<file path="config.mk">
export PLATFORM = sky130hd
export DESIGN_NAME = mem_arbiter
export DESIGN_NICKNAME = d
export VERILOG_FILES = /design/src/rtl/mem_arbiter.sv
export SDC_FILE = /design/constraint.sdc
export NUM_CORES = 1
export LEC_CHECK = 0
export ABC_AREA = 1
export CAP_MARGIN = 20
export CORE_AREA = 4 4 107 129
export CTS_CLUSTER_DIAMETER = 40
export DETAILED_ROUTE_END_ITERATION = 10
export DIE_AREA = 0 0 111 133
export MAX_ROUTING_LAYER = met4
export PLACE_DENSITY = 0.83
export SYNTH_ARGS = -nofsm -noshare
export SYNTH_HDL_FRONTEND = slang
export SYNTH_SLANG_ARGS = --single-unit
</file>
<file path="constraint.sdc">
create_clock -name clk -period 1.2 [get_ports clk]
set_input_delay 0.36 -clock clk [delete_from_list [all_inputs] [get_ports clk]]
set_output_delay 0.36 -clock clk [all_outputs]
set_load 0.01 [all_outputs]
</file>
<file path="src/rtl/mem_arbiter.sv">
// Two-requester (fetch, load/store) arbiter onto a single memory port, one transaction in flight.
// Define MEM_ARBITER_RR_EN for round-robin arbitration; otherwise load/store has fixed priority.
module mem_arbiter #(
   parameter int unsigned ADDR_W = 32,
   parameter int unsigned DATA_W = 32
) (
   input  logic                clk,
   input  logic                rst_n,
   // instruction fetch port
   input  logic                if_req_valid,
   input  logic [ADDR_W-1:0]   if_req_addr,
   output logic                if_req_ready,
   output logic                if_rsp_valid,
   output logic [DATA_W-1:0]   if_rsp_rdata,
   // load/store port
   input  logic                ls_req_valid,
   input  logic [ADDR_W-1:0]   ls_req_addr,
   input  logic                ls_req_we,
   input  logic [DATA_W-1:0]   ls_req_wdata,
   input  logic [DATA_W/8-1:0] ls_req_be,
   output logic                ls_req_ready,
   output logic                ls_rsp_valid,
   output logic [DATA_W-1:0]   ls_rsp_rdata,
   // downstream memory port
   output logic                mem_req_valid,
   input  logic                mem_req_ready,
   output logic [ADDR_W-1:0]   mem_req_addr,
   output logic                mem_req_we,
   output logic [DATA_W-1:0]   mem_req_wdata,
   output logic [DATA_W/8-1:0] mem_req_be,
   input  logic                mem_rsp_valid,
   input  logic [DATA_W-1:0]   mem_rsp_rdata
);

   localparam int unsigned BE_W = DATA_W / 8;

   typedef enum logic [1:0] {StIdle, StReq, StResp} state_e;

   state_e            state_q, state_d;
   logic              grant_if, grant_ls, accept;
   logic              owner_ls_q;
   logic [ADDR_W-1:0] addr_q;
   logic              we_q;
   logic [DATA_W-1:0] wdata_q;
   logic [BE_W-1:0]   be_q;

   assign accept = (state_q == StIdle) && (if_req_valid || ls_req_valid);

`ifdef MEM_ARBITER_RR_EN
   // 1 = load/store won the most recent grant; a tie goes to the other requester
   logic last_ls_q;

   always_comb begin
      grant_ls = ls_req_valid && (!if_req_valid || !last_ls_q);
      grant_if = if_req_valid && !grant_ls;
   end

   always_ff @(posedge clk or negedge rst_n) begin
      if (!rst_n) begin
         last_ls_q <= 1'b0;
      end else if (accept) begin
         last_ls_q <= grant_ls;
      end
   end
`else
   assign grant_ls = ls_req_valid;
   assign grant_if = if_req_valid && !ls_req_valid;
`endif

   always_ff @(posedge clk or negedge rst_n) begin
      if (!rst_n) begin
         state_q <= StIdle;
      end else begin
         state_q <= state_d;
      end
   end

   always_comb begin
      state_d = state_q;
      unique case (state_q)
         StIdle:  if (accept)        state_d = StReq;
         StReq:   if (mem_req_ready) state_d = StResp;
         StResp:  if (mem_rsp_valid) state_d = StIdle;
         default:                    state_d = StIdle;
      endcase
   end

   always_comb begin
      if_req_ready  = 1'b0;
      ls_req_ready  = 1'b0;
      mem_req_valid = 1'b0;
      if_rsp_valid  = 1'b0;
      ls_rsp_valid  = 1'b0;
      unique case (state_q)
         // gate with rst_n so nothing is offered while reset is held
         StIdle: begin
            if_req_ready = rst_n && grant_if;
            ls_req_ready = rst_n && grant_ls;
         end
         StReq:  mem_req_valid = 1'b1;
         StResp: begin
            if_rsp_valid = mem_rsp_valid && !owner_ls_q;
            ls_rsp_valid = mem_rsp_valid && owner_ls_q;
         end
         default: ;
      endcase
   end

   always_ff @(posedge clk or negedge rst_n) begin
      if (!rst_n) begin
         owner_ls_q <= 1'b0;
         addr_q     <= '0;
         we_q       <= 1'b0;
         wdata_q    <= '0;
         be_q       <= '0;
      end else if (accept) begin
         owner_ls_q <= grant_ls;
         addr_q     <= grant_ls ? ls_req_addr : if_req_addr;
         we_q       <= grant_ls && ls_req_we;
         wdata_q    <= grant_ls ? ls_req_wdata : '0;
         be_q       <= grant_ls ? ls_req_be : '1;
      end
   end

   assign mem_req_addr  = addr_q;
   assign mem_req_we    = we_q;
   assign mem_req_wdata = wdata_q;
   assign mem_req_be    = be_q;
   assign if_rsp_rdata  = mem_rsp_rdata;
   assign ls_rsp_rdata  = mem_rsp_rdata;

endmodule

</file>
; Word level (Yosys, flattened, before mapping)
; Cells that the tools add are included.
; W data, S select, Z words.
[totals]
regBits = 72
out_inout_bits = 138
word_cells = 35
[op_classes]
n_eq_ne = 5
n_mux = 12
n_reduce_logical = 12
[op_table]
columns = op, count
row1 = $mux W32, 2
row2 = $logic_and A1 B1 Y1, 7
row3 = $mux W2, 3
row4 = $ne A2 B2 Y1 const B, 3
row5 = $pmux W2 S3, 1
row6 = $mux W1, 5
row7 = $mux W4, 1
row8 = $reduce_and A3 Y1, 1
row9 = $eq A2 B1 Y1 const B, 1
row10 = $eq A2 B2 Y1 const B, 1
row11 = $logic_not A1 Y1, 2
row12 = $logic_not A2 Y1, 1
row13 = $logic_or A1 B1 Y1, 1

; Longest topological paths before layout
[logic_depth]
depth_word = 4
depth_mapped = 7
depth_no_buf = 5

; Worst setup path after synthesis
; No wires, ideal clock.
[synth_path]
path_kind = in2out
startpoint = input ls_req_valid
endpoint = output if_req_ready
arrival_ns = 0.965
required_time_ns = 0.840
slack_ns = -0.125
stages = 5
path_buffers = 2
path_cell_list = buf_6 > inv_4 > buf_2 > nand3_1 > nor2_1
[synth_between]
elab_chain_cells = 4
[synth_rtl]
columns = element, line
row1 = start: declaration, 16  ; input logic ls_req_valid,
row2 = $logic_not A1 Y1, 67  ; assign grant_if = if_req_valid && !ls_req_valid;
row3 = $logic_and A1 B1 Y1, 67
row4 = $logic_and A1 B1 Y1, 97  ; if_req_ready = rst_n && grant_if;
row5 = $mux W1, 94  ; unique case (state_q)
row6 = end: declaration, 12  ; output logic if_req_ready,
; Every way passes these cells.

; Worst setup path in the final report
[layout_path]
startpoint = register state_q[0]
endpoint = output if_req_ready
[layout_between]
elab_chain_cells = 2
[layout_rtl]
columns = element, line
row1 = start: declaration, 39  ; state_e state_q, state_d;
row2 = start signal: assignment, 72  ; state_q <= StIdle;
row3 = start signal: assignment, 74  ; state_q <= state_d;
row4 = $logic_not A2 Y1, 94
row5 = $mux W1, 94
; Every way passes these cells.

==> results.ini <==
[clock_network]
clk_pin_slew_ns = 0.06
cts_tree = done
worstSkewPairLatency_ns = 0.33
clockBufferDepth = 2
cts.hold.buffers_added = 0
h-tree-depth = 3
cts.sinks = 72
cts-root-buf = clkbuf_16
numCtsBuffers = 9

[yosys]
ys_warn_count = 0
yosys.area.top_type = dfrtp_1
synth_seq_cells = 72
syn_nets = 637
synth.area.top_cells = dfrtp_1, nand2_1, buf_4, nand3_1, buf_2
ys_types = 16
syn-instance-count = 498
synth-seq-area-share_pct = 47.4
synth_area_um2 = 3800
synth_top_area_share_pct = 47.4
syn_area_per_cell_um2 = 7.63

[outcome]
status = finished, violations left
violations = setup timing

[setup_path]
cp_max_fo = 4
critPathKind = reg -> out
crit_chain = inv_2 -> buf_4 -> nand2_8 -> nor2_2 -> buf_2
slowest_delay_ns = 0.39
end_kind = output pin
start_kind = flop
slowest_stage = dfrtp_1
worstPathRequired_ns = 0.84
crit_family = flip-flops
path_buf_inv = 3
arrival_ns = 1.22

[die]
die_h_um = 133
coreArea_um2 = 12600
start_util_pct = 30.3
top_level_ports = 277
dieArea_um2 = 14800
chipWidth_um = 111
rows = 45

[sta]
max-slew-margin-rel_pct = 67.0
fin_setup_tns_ns = -22.27
finClkSkew_ns = 0.00723
period_share_pct = 132
fin_ws_ns = -0.381
worst_slew_pin_slew_ns = 0.494
fin_crit_ns = 1.58
slew_violations = 0
hold_viol_final = 0
timing.fmax_ghz = 0.633
setup_viol = 135
rsz0062_at_grt = yes

[flow_run]
maxCapViolCount = 0

[routing]
viasPerCell = 4.40
first_pass_iters = 4
wl_per_cell_um = 16.3
ant_nets = 0
first_iter_violations = 109
drc = 0
vias = 3818
wl_um = 14100

[power]
ir_drop_mv = 1.25
p_leak_nw = 3.56
power_density_nw_per_um2 = 2600
power_mw = 17.5

[hold_path]
hold_class = in -> async

[finish]
syn_to_final_growth_pct = 77.4
stdcell_area_um2 = 6740
finalCoreUtilization_pct = 53.7
nets = 838
antenna_cells = 0
final_cells = 868
final_cell_mix = nand2_1, clkdlybuf4s50_1, dfrtp_1, buf_4, nand2_2
final_common_cell = nand2_1
drive_gt1_share_pct = 41.2

[global_routing]
grt_usage_pct = 18.0
grt_max_degree = 42
grt_pass1_vias = 3667
grt.overflow.total = 0
antenna_found_initial = 0
grt_pass1_wl_um = 20100

[placement]
port_buffers = 180
dpl-instance-area_um2 = 5370
place_inst = 774
dp_hpwl_um = 8280
routabilityCongestion = 0.794

-- cell usage after synthesis --
master	n
inv_2	1
dfrtp_1	72
o21ai_0	1
nand2_1	278
inv_1	7
nor3b_1	1
o21ai_1	1
nand3_1	38
buf_4	74
buf_2	10
nand2_4	2
nor2_1	5
buf_6	3
nor2_4	2
clkbuf_1	2
inv_4	1
-- metrics by stage --
step,worst slack [ns],hold WS [ns]
6_report,-0.381,0.0307
5_1_grt,-0.438,0.0334
4_1_cts,-0.412,0.0341
3_5_place_dp,-0.782,0.395
3_3_place_gp,-0.775,0.389
2_1_floorplan,-0.0268,0.0644
-- where the power goes --
| part | switching [mW] | internal [mW] |
|---|---|---|
| Combinational | 4.65 | 5.37 |
| Clock | 1.05 | 2.14 |
| Sequential | 0.767 | 3.53 |
| Total | 6.46 | 11.0 |
-- final timing paths --
kind,from,end,slack [ns],cells after the start
max reg2reg,state_q[1]$_DFFE_PN0P_,mem_req_addr[24]$_DFFE_PN0P_,-0.32,9
max in group asynchronous,rst_n,mem_req_addr[30]$_DFFE_PN0P_,0.32,3
max,state_q[0]$_DFFE_PN0P_,if_req_ready,-0.38,5
min in group clk,mem_rsp_valid,state_q[1]$_DFFE_PN0P_,0.37,2
min reg2reg,mem_req_wdata[20]$_DFFE_PN0P_,mem_req_wdata[20]$_DFFE_PN0P_,0.49,2
min,rst_n,mem_req_addr[2]$_DFFE_PN0P_,0.03,2
-- sequential cells by signal, indices dropped and copies added (netlist names) --
signal and flops:
mem_req_we 1, mem_req_wdata 32, mem_req_addr 32, owner_ls_q 1, mem_req_be 4, state_q 2
-- worst register-to-register path: cells and delay by family, from the launching register on --
| kind | cells | cell delay [ns] |
|---|---|---|
| simple gates | 4 | 0.33 |
| flops | 1 | 0.43 |
| buf+inv | 5 | 0.65 |
-- metal layers --
| metal | share of wire, % | GRT usage [%] | vias to the layer above |
|---|---|---|---|
| li1 | - | - | 1858 |
| met1 | 38 | 18.7 | 1747 |
| met2 | 51 | 31.2 | 161 |
| met3 | 6.7 | 5.31 | 52 |
| met4 | 4.4 | 8.49 | 0 |
| met5 | 0 | - | - |
-- cells by family (layout without fill, tap and decap cells) --
group | after synthesis | count (layout) | share of synthesized area [%]
compound gates | 2 | 2 | 0.263
buf+inv | 98 | 302 | 18.0
flops | 72 | 72 | 47.4
simple gates | 326 | 328 | 34.3
-- layout make-up --
| type | count | area (µm²) |
|---|---|---|
| Multi-Input combinational cell | 330 | 1740 |
| Timing Repair Buffer | 277 | 2600 |
| Tap cell | 164 | 205 |
| Clock inverter | 5 | 103 |
| Inverter | 9 | 38.8 |
| Fill cell | 1114 | 5810 |
| Clock buffer | 11 | 253 |
| Sequential cell | 72 | 1800 |
-- what timing repair did --
action                     in CTS  in global routing
setup endpoints to repair     144                145
setup buffers                  33                 47
resized for setup             338                141
cloned                         12                  2
hold endpoints to repair        0                  0
pin swaps                      11                 37
No activity file was read; power rests on OpenSTA's default activity.
